### src/rtl/mem_region_pkg.sv
// Shared types for the memory-region unit: attribute layout, error codes
// and configuration field selectors.
package mem_region_pkg;

    typedef struct packed {
        logic writeable;
        logic readable;
        logic cacheable;
    } attr_t;

    typedef enum logic [1:0] {
        ERR_NONE = 2'd0,
        ERR_RD   = 2'd1,
        ERR_WR   = 2'd2,
        ERR_BOTH = 2'd3
    } err_e;

    typedef enum logic [1:0] {
        SEL_START = 2'd0,
        SEL_END   = 2'd1,
        SEL_ATTR  = 2'd2,
        SEL_LOCK  = 2'd3
    } cfg_sel_e;

    // Index width for an N-entry table, never narrower than one bit.
    function automatic int idx_w(input int n);
        return (n > 1) ? $clog2(n) : 1;
    endfunction

endpackage

### src/rtl/region_match.sv
// Combinational priority matcher: finds the lowest-index region whose
// half-open [start, end) range contains the address.
module region_match #(
    parameter int N_REGIONS = 4,
    parameter int ADDR_W    = 32,
    parameter int IDX_W     = 2
) (
    input  logic [ADDR_W-1:0]                 addr_i,
    input  logic [N_REGIONS-1:0][ADDR_W-1:0] start_i,
    input  logic [N_REGIONS-1:0][ADDR_W-1:0] end_i,
    output logic                              hit_o,
    output logic [IDX_W-1:0]                  idx_o
);

    logic [N_REGIONS-1:0] match_s;

    // Per-entry range test; an entry with start >= end can never satisfy both bounds.
    always_comb begin
        match_s = '0;
        for (int i = 0; i < N_REGIONS; i++) begin
            match_s[i] = (start_i[i] <= addr_i) && (addr_i < end_i[i]);
        end
    end

    // Scan from the top so the lowest matching index is written last.
    always_comb begin
        hit_o = 1'b0;
        idx_o = '0;
        for (int i = N_REGIONS - 1; i >= 0; i--) begin
            idx_o = match_s[i] ? IDX_W'(i) : idx_o;
            hit_o = hit_o | match_s[i];
        end
    end

endmodule

### src/rtl/mem_region_ctrl.sv
// MEM-stage region unit: programmable region table, permission check and a
// single registered valid/ready stage routing to the cache or uncached LSU.
module mem_region_ctrl
    import mem_region_pkg::*;
#(
    parameter int                             N_REGIONS = 4,
    parameter int                             ADDR_W    = 32,
    parameter logic [N_REGIONS-1:0][ADDR_W-1:0] RST_START = '0,
    parameter logic [N_REGIONS-1:0][ADDR_W-1:0] RST_END   = '0,
    parameter logic [N_REGIONS-1:0][2:0]        RST_ATTR  = '0
) (
    input  logic                           clk,
    input  logic                           rstn_i,
    input  logic                           req_valid_i,
    output logic                           req_ready_o,
    input  logic                           load_i,
    input  logic                           store_i,
    input  logic [ADDR_W-1:0]              addr_i,
    output logic                           cache_valid_o,
    input  logic                           cache_ready_i,
    output logic                           lsu_valid_o,
    input  logic                           lsu_ready_i,
    output logic                           load_o,
    output logic                           store_o,
    output logic [ADDR_W-1:0]              addr_o,
    output logic [1:0]                     error_o,
    output logic [ADDR_W-1:0]              err_addr_o,
    input  logic                           cfg_we_i,
    input  logic [idx_w(N_REGIONS)-1:0]    cfg_idx_i,
    input  logic [1:0]                     cfg_sel_i,
    input  logic [ADDR_W-1:0]              cfg_wdata_i
);

    localparam int IDX_W = idx_w(N_REGIONS);

    logic [N_REGIONS-1:0][ADDR_W-1:0] start_q;
    logic [N_REGIONS-1:0][ADDR_W-1:0] end_q;
    attr_t [N_REGIONS-1:0]            attr_q;
    logic [N_REGIONS-1:0]             lock_q;

    logic              out_valid_q;
    logic              out_cache_q;
    logic              load_q;
    logic              store_q;
    logic [ADDR_W-1:0] addr_q;
    err_e              error_q;
    logic [ADDR_W-1:0] err_addr_q;

    logic              hit_s;
    logic [IDX_W-1:0]  hit_idx_s;
    attr_t             hit_attr_s;
    logic              sel_ready_s;
    logic              accept_s;
    err_e              err_s;
    logic              fwd_s;
    logic              to_cache_s;
    logic              cfg_wr_ok_s;

    region_match #(
        .N_REGIONS (N_REGIONS),
        .ADDR_W    (ADDR_W),
        .IDX_W     (IDX_W)
    ) u_match (
        .addr_i  (addr_i),
        .start_i (start_q),
        .end_i   (end_q),
        .hit_o   (hit_s),
        .idx_o   (hit_idx_s)
    );

    assign hit_attr_s  = attr_q[hit_idx_s];
    assign sel_ready_s = out_cache_q ? cache_ready_i : lsu_ready_i;
    assign req_ready_o = !out_valid_q || sel_ready_s;
    assign accept_s    = req_valid_i && req_ready_o;
    assign cfg_wr_ok_s = cfg_we_i && (int'(cfg_idx_i) < N_REGIONS) && !lock_q[cfg_idx_i];

    // Classify the incoming request against the current (pre-write) table.
    always_comb begin
        err_s      = ERR_NONE;
        fwd_s      = 1'b0;
        to_cache_s = 1'b0;
        if (load_i && store_i) begin
            err_s = ERR_BOTH;
        end else if (!load_i && !store_i) begin
            err_s = ERR_NONE;
        end else if (hit_s && load_i && !hit_attr_s.readable) begin
            err_s = ERR_RD;
        end else if (hit_s && store_i && !hit_attr_s.writeable) begin
            err_s = ERR_WR;
        end else begin
            fwd_s      = 1'b1;
            to_cache_s = hit_s && hit_attr_s.cacheable;
        end
    end

    // Output register and error reporting; faults never occupy the stage.
    always_ff @(posedge clk) begin
        if (!rstn_i) begin
            out_valid_q <= 1'b0;
            out_cache_q <= 1'b0;
            load_q      <= 1'b0;
            store_q     <= 1'b0;
            addr_q      <= '0;
            error_q     <= ERR_NONE;
            err_addr_q  <= '0;
        end else begin
            if (accept_s && fwd_s) begin
                out_valid_q <= 1'b1;
                out_cache_q <= to_cache_s;
                load_q      <= load_i;
                store_q     <= store_i;
                addr_q      <= addr_i;
            end else if (sel_ready_s) begin
                out_valid_q <= 1'b0;
            end
            error_q <= accept_s ? err_s : ERR_NONE;
            if (accept_s && (err_s != ERR_NONE)) begin
                err_addr_q <= addr_i;
            end
        end
    end

    // Region table; a locked entry ignores all writes until reset.
    always_ff @(posedge clk) begin
        if (!rstn_i) begin
            start_q <= RST_START;
            end_q   <= RST_END;
            attr_q  <= RST_ATTR;
            lock_q  <= '0;
        end else if (cfg_wr_ok_s) begin
            case (cfg_sel_e'(cfg_sel_i))
                SEL_START: start_q[cfg_idx_i] <= cfg_wdata_i;
                SEL_END:   end_q[cfg_idx_i]   <= cfg_wdata_i;
                SEL_ATTR:  attr_q[cfg_idx_i]  <= attr_t'(cfg_wdata_i[2:0]);
                SEL_LOCK:  lock_q[cfg_idx_i]  <= lock_q[cfg_idx_i] | cfg_wdata_i[0];
                default:   lock_q[cfg_idx_i]  <= lock_q[cfg_idx_i];
            endcase
        end
    end

    assign cache_valid_o = out_valid_q && out_cache_q;
    assign lsu_valid_o   = out_valid_q && !out_cache_q;
    assign load_o        = load_q;
    assign store_o       = store_q;
    assign addr_o        = addr_q;
    assign error_o       = error_q;
    assign err_addr_o    = err_addr_q;

endmodule

### config.mk
export PLATFORM = sky130hd
export DESIGN_NAME = mem_region_ctrl
export DESIGN_NICKNAME = d
export VERILOG_FILES = /design/src/rtl/mem_region_pkg.sv /design/src/rtl/region_match.sv /design/src/rtl/mem_region_ctrl.sv
export SDC_FILE = /design/constraint.sdc
export NUM_CORES = 1
export LEC_CHECK = 0
export ABC_AREA = 1
export CORE_MARGIN = 2
export CORE_UTILIZATION = 50
export DETAILED_ROUTE_END_ITERATION = 16
export MAX_ROUTING_LAYER = met4
export PLACE_DENSITY = 0.76
export SKIP_LAST_GASP = 1
export SYNTH_ARGS = -nofsm -noshare
export SYNTH_HDL_FRONTEND = slang
export SYNTH_SLANG_ARGS = --single-unit
### constraint.sdc
create_clock -name clk -period 2.6 [get_ports clk]
set_clock_uncertainty 0.2 [all_clocks]
set_input_delay 0.39 -clock clk [delete_from_list [all_inputs] [get_ports clk]]
set_output_delay 0.39 -clock clk [all_outputs]
set_load 0.03 [all_outputs]
# ---- Yosys cells after proc, flatten, opt, wreduce, memory -nomap -nowiden
# Index checks and enable logic that the tools add are counted.
dict set report totals {
  regBits 342
  out_inout_bits 71
}
dict set report op_classes {
  bitwise 4
  eq_ne 3
  reduce_logical 34
  n_lt_le_gt_ge 11
  muxes 33
}
# op n
set op_table {}
lappend op_table {{$bwmux 128} 2}
lappend op_table {{$le 32x32->1} 4}
lappend op_table {{$lt 32x32->1} 4}
lappend op_table {{$demux 32 s2} 1}
lappend op_table {{$mux 32} 1}
lappend op_table {{$logic_and 1x1->1} 18}
lappend op_table {{$mux 2} 8}
lappend op_table {{$mux 1} 13}
lappend op_table {{$bwmux 12} 1}
lappend op_table {{$reduce_and 2->1} 5}
lappend op_table {{$logic_not 1->1} 7}
lappend op_table {{$bmux 3 s2} 1}
lappend op_table {{$demux 3 s2} 1}
lappend op_table {{$lt 2x3->1 const B} 2}
lappend op_table {{$mux 3} 2}
lappend op_table {{$bwmux 4} 1}
lappend op_table {{$eq 2x2->1 const B} 2}
lappend op_table {{$or 1x1->1} 4}
lappend op_table {{$reduce_bool 2->1} 2}
lappend op_table {{$bmux 1 s2} 1}
lappend op_table {{$demux 1 s2} 1}
lappend op_table {{$eq 2x1->1 const B} 1}
lappend op_table {{$ge 2x1->1 const B} 1}
lappend op_table {{$logic_not 2->1} 1}
lappend op_table {{$logic_or 1x1->1} 1}

# ---- Depth between registers and ports, before layout
dict set report logic_depth {
  word_depth 16
  ltp_mapped 25
  ltp_nobuf 24
}

# ---- Hierarchy
# From an unflattened synthesis, not the netlist that was laid out.
dict set report unflattened {
  cells_unflattened 3189
  hier_area_um2 20427.1
}
# module cells_per_inst area_per_inst_um2 seq_area_each_um2 n_inst
set by_module_without_submodules {}
lappend by_module_without_submodules {mem_region_ctrl 2230 14217.4 6846.6 1}
lappend by_module_without_submodules {region_match 959 6209.7 0.0 1}

# ---- Worst setup path after synthesis
# Ideal clock, no wire load.
dict set report synth_timing {
  path_type {input-to-reg}
  startpoint {input port addr_i[31]}
  endpoint {register addr_q[10] (netlist: addr_o[10])}
  setup_ns 0.143
  slack_ns -0.234
  arrival_time_ns 2.490
  stages 20
  cell_sequence {inv_1 > ha_1 > nand2_1 > nor2_2 > and2_2 > nand4_2 > nor3_2 > a21oi_2 > nor2_2 > inv_1 > nand2_2 > nand3_2 > clkinv_2 > nand3_1 > nand3_2 > buf_6 > nand3_4 > buf_12 > nand2_4 > a21oi_2}
}
dict set report synth_between {
  elab_chain_cells 15
}
# item line
set synth_lines {}
lappend synth_lines {{start, declared} mem_region_ctrl.sv:18} ;# input logic [ADDR_W-1:0] addr_i,
lappend synth_lines {{$le 32x32->1 / $lt 32x32->1 (equally long branches)} region_match.sv:21} ;# match_s[i] = (start_i[i] <= addr_i) && (addr_i < end_i[i]);
lappend synth_lines {{$logic_and 1x1->1} region_match.sv:21}
lappend synth_lines {{$mux 2 (4 in a row)} region_match.sv:30} ;# idx_o = match_s[i] ? IDX_W'(i) : idx_o;
lappend synth_lines {{$bmux 3 s2} mem_region_ctrl.sv:71} ;# assign hit_attr_s = attr_q[hit_idx_s];
lappend synth_lines {{$mux 3 (not written as such)} mem_region_ctrl.sv:71}
lappend synth_lines {{$logic_not 1->1} mem_region_ctrl.sv:88} ;# end else if (hit_s && store_i && !hit_attr_s.writeable) begin
lappend synth_lines {{$logic_and 1x1->1} mem_region_ctrl.sv:88}
lappend synth_lines {{$mux 1} mem_region_ctrl.sv:88}
lappend synth_lines {{$mux 1 (*)} mem_region_ctrl.sv:86} ;# end else if (hit_s && load_i && !hit_attr_s.readable) begin
lappend synth_lines {{$mux 1 (*)} mem_region_ctrl.sv:84} ;# end else if (!load_i && !store_i) begin
lappend synth_lines {{$mux 1 (*)} mem_region_ctrl.sv:82} ;# if (load_i && store_i) begin
lappend synth_lines {{$logic_and 1x1->1 (*)} mem_region_ctrl.sv:107} ;# if (accept_s && fwd_s) begin
lappend synth_lines {{end signal, assigned} mem_region_ctrl.sv:112} ;# addr_q <= addr_i;
lappend synth_lines {{end, declared} mem_region_ctrl.sv:45} ;# logic [ADDR_W-1:0] addr_q;
# Mark *: on every way between the ends. The rest lies on a longest branch, timed or not. The select of a mux whose other input is x is not followed.
# A chain may end at the register's enable or synchronous reset.

# ---- Worst setup path in the final report
dict set report layout_timing {
  startpoint {input port addr_i[11]}
  endpoint {register err_addr_q[4] (netlist: err_addr_o[4])}
}
dict set report layout_between {
  elab_chain_cells 16
}
# item line
set layout_lines {}
lappend layout_lines {{$le 32x32->1 / $lt 32x32->1 (equally long branches)} region_match.sv:21}
lappend layout_lines {{$logic_and 1x1->1} region_match.sv:21}
lappend layout_lines {{$mux 2 (4 in a row)} region_match.sv:30}
lappend layout_lines {{$bmux 3 s2} mem_region_ctrl.sv:71}
lappend layout_lines {{$mux 3 (not written as such)} mem_region_ctrl.sv:71}
lappend layout_lines {{$logic_not 1->1} mem_region_ctrl.sv:88}
lappend layout_lines {{$logic_and 1x1->1} mem_region_ctrl.sv:88}
lappend layout_lines {{$mux 2} mem_region_ctrl.sv:88}
lappend layout_lines {{$mux 2 (*)} mem_region_ctrl.sv:86}
lappend layout_lines {{$mux 2 (*)} mem_region_ctrl.sv:84}
lappend layout_lines {{$mux 2 (*)} mem_region_ctrl.sv:82}
lappend layout_lines {{$reduce_bool 2->1 (*)} mem_region_ctrl.sv:117} ;# if (accept_s && (err_s != ERR_NONE)) begin
lappend layout_lines {{$logic_and 1x1->1 (*)} mem_region_ctrl.sv:117}
lappend layout_lines {{end signal, assigned} mem_region_ctrl.sv:118} ;# err_addr_q <= addr_i;
lappend layout_lines {{end, declared} mem_region_ctrl.sv:47} ;# logic [ADDR_W-1:0] err_addr_q;
# Marks and branches as above.

==> results.cfg <==
[run_status]
violations = setup timing
status = complete, but fails checks

[logic_synthesis]
ys_warn_count = 0
synth_area_sq_um = 18700
syn_nets = 2748
ys_ff_latch = 342
syn_avg_cell_area_sq_um = 7.74
syn_inst = 2420
ys_types = 42
ys_seq_area_share_pct = 36.6

[cts]
clkTransAtPathRegs_ps = 60
cts.sinks = 342
clock_latency_ps = 530
cts_max_path_buffers = 3
numCtsBuffers = 40
htreeDepth = 2
cts_root_buf = clkbuf_16
cts_tree = done

[drt]
drt-initial-drc-count = 1437
wl_per_cell_microns = 18.3
drc = 0
antenna_left = 0
dr.pass1.iters = 7
vias = 18500
vias_per_cell = 5.68
wirelength_microns = 59900

[worst_setup_path]
path_depth = 22
cp.arrival_ps = 3360
crit_required_ps = 2820
cpMostUsedCell = nand3_4
cp-end-kind = register
start_kind = input pin
setup.worst_path.class = in2reg
reg2reg_depth = 24
cp-startpoint = addr_i[11]
crit_family = simple AND/OR/NAND/NOR gates
max_stage_delay_ps = 310
cp_max_fo = 18
rr_startpoint = end_q[101]$_SDFFE_PN0P_
reg2reg_slack_ps = -520
rr_endpoint = err_addr_o[11]$_SDFFE_PN0P_
path_buf_inv = 5
crit_chain = clkdlybuf4s15_1 > buf_4 > ha_1 > a21oi_1 > o21ai_1 > a21oi_2 > nand2_2 > a21oi_4 > nand2_4 > nand2_4 > nand2_8 > nand2_8 > nand2_2 > nand3_4 > nand3_4 > buf_6 > nand3_4 > buf_12 > buf_12 > nand3_1 > nand2_1 > nor2_1
setup.worst_path.end = err_addr_o[4]$_SDFFE_PN0P_
crit_path_top_delay_cell = ha_1

[run]
max_cap_viol_count = 0

[die]
die-area_sq_um = 39000
num_rows = 70
die_w_microns = 198
initial_core_util_pct = 50.9
dieHeight_microns = 198
core_region_area_sq_um = 36800
io-pin-count = 147

[placed_design]
dp_cells = 3156
placed_cell_area_sq_um = 22600
gp_congestion = 0.946
io_buffers = 146
post-dp-hpwl_microns = 40800
place_ws_ps = -1350

[global_route]
overflow = 0
track_usage_pct = 31.0
grt_first_pass_wirelength_microns = 94500
grt_pass1_vias = 18500
antenna_found_initial = 0
grt_max_degree = 114

[power]
vdd_drop_max_v = 0.000375
static-leakage-power_nw = 10.4
powerDensity_nw_per_um2 = 555
p_total_mw = 14.0

[cells_and_area]
fillCellCount = 2888
nets = 3101
area.growth.synth_to_final_pct = 34.7
fin_cells = 3265
drive_gt1_share_pct = 22.5
utilization_pct = 68.6
antennaDiodeCount = 0
final_cell_area_sq_um = 25200
seq_area_sq_um = 6870
multi_input_area_sq_um = 11300

[sta]
tightest_slew_ps = 825
setup_ws_ps = -534
final.setup.tns_ps = -33000
finalCritPeriodShare_pct = 121
period_minus_slack_ps = 3130
max-slew-margin-rel_pct = 44.8
slew_viol_final = 0
fmax_ghz = 0.319
hold_viol = 0
rsz0062_at_grt = true
fin_hold_ws_ps = 41.4
setup_viol = 70

[worst_hold_path]
hp-class = in2reg
placed cells by master, fill, tap and decap left out, types with 32 or more instances in the layout:
master,n
o21ai_0,159
inv_2,37
buf_4,237
nand3_1,184
nand2_2,32
clkbuf_16,42
nand2_1,354
clkdlybuf4s50_1,113
a21oi_2,45
nand4_1,49
nor2_1,77
nand2_4,39
inv_1,184
ha_1,223
a21oi_1,416
dfxtp_1,326
power by group:
| part | internal [mW] | switching, mW |
|---|---|---|
| combinational | 1.23 | 1.70 |
| sequential | 5.42 | 0.108 |
| clock | 3.32 | 2.23 |
cell usage after synthesis (all sizes together):
cell type  number  area [sq um]
a211oi          1          7.51
a21o            3          22.5
a21oi         466          2460
a221oi          1          8.76
a31oi           5          31.3
and2            1          7.51
and3            2          12.5
buf            31           190
clkbuf         97           364
clkinv          4          16.3
dfxtp         342          6850
ha            252          3150
inv           229           860
nand2         427          1850
nand3         196          1040
nand3b          3          22.5
nand4          50           319
nor2           97           374
nor3           13          80.1
nor3b           2          20.0
nor4            6          62.6
o211ai          2          15.0
o21a            7          52.6
o21ai         182           911
o21bai          1          7.51
routing by layer:
metal  vias up  track usage [%]  part of all wire, %
met1      8741             40.4                   44
li1       8953                -                    -
met4         0             9.97                  2.7
met2       700             49.7                   46
met5         -                -                    0
met3       139             4.59                  7.4
repair_timing:
| action | in CTS | in global routing |
|---|---|---|
| hold buffers | 0 | 0 |
| hold endpoints to repair | 0 | 0 |
| pin swaps | 49 | 38 |
| setup buffers | 36 | 7 |
| cloned | 8 | 1 |
| resized for setup | 193 | 72 |
| endpoints found under the setup margin | 70 | 151 |
registers in the layout (all words and copies together) (netlist names):
register,count
err_addr_o,32
store_o,1
out_valid_q,1
end_q,128
error_o,2
start_q,128
attr_q,12
addr_o,32
lock_q,4
out_cache_q,1
load_o,1
cell type report:
cell class / count / area share, %
Clock inverter: 8 / 0.357
Tap cell: 468 / 2.32
Multi-Input combinational cell: 1717 / 44.9
Timing Repair Buffer: 439 / 16.8
Inverter: 233 / 3.68
Clock buffer: 58 / 4.68
Sequential cell: 342 / 27.2
worst min-delay path by stage:
stage	from	end	slack, ps	cells past startpoint
final	rstn_i	end_q[35]$_SDFFE_PN0P_	40	3
after global routing	rstn_i	end_q[34]$_SDFFE_PN0P_	50	3
after CTS	rstn_i	end_q[2]$_SDFFE_PN0P_	30	3
after detailed placement	addr_o[0]$_SDFFE_PN0P_	addr_o[0]$_SDFFE_PN0P_	250	2
after global placement	load_o$_SDFFE_PN0P_	load_o$_SDFFE_PN0P_	240	2
after floorplan	attr_q[0]$_SDFFE_PN0P_	attr_q[0]$_SDFFE_PN0P_	230	2
tightest hold or removal path, stage by stage:
cell and delay, ps:
buf_4 190, o21ai_0 100, a21oi_1 40
logic make-up after synthesis:
| family | count (synthesis) | share of synthesized area, % |
|---|---|---|
| simple gates | 797 | 20.2 |
| compound gates | 668 | 18.8 |
| buf+inv | 361 | 7.64 |
| flops | 342 | 36.6 |
| fa+ha+maj | 252 | 16.8 |
(Power assumes the default switching activity.)
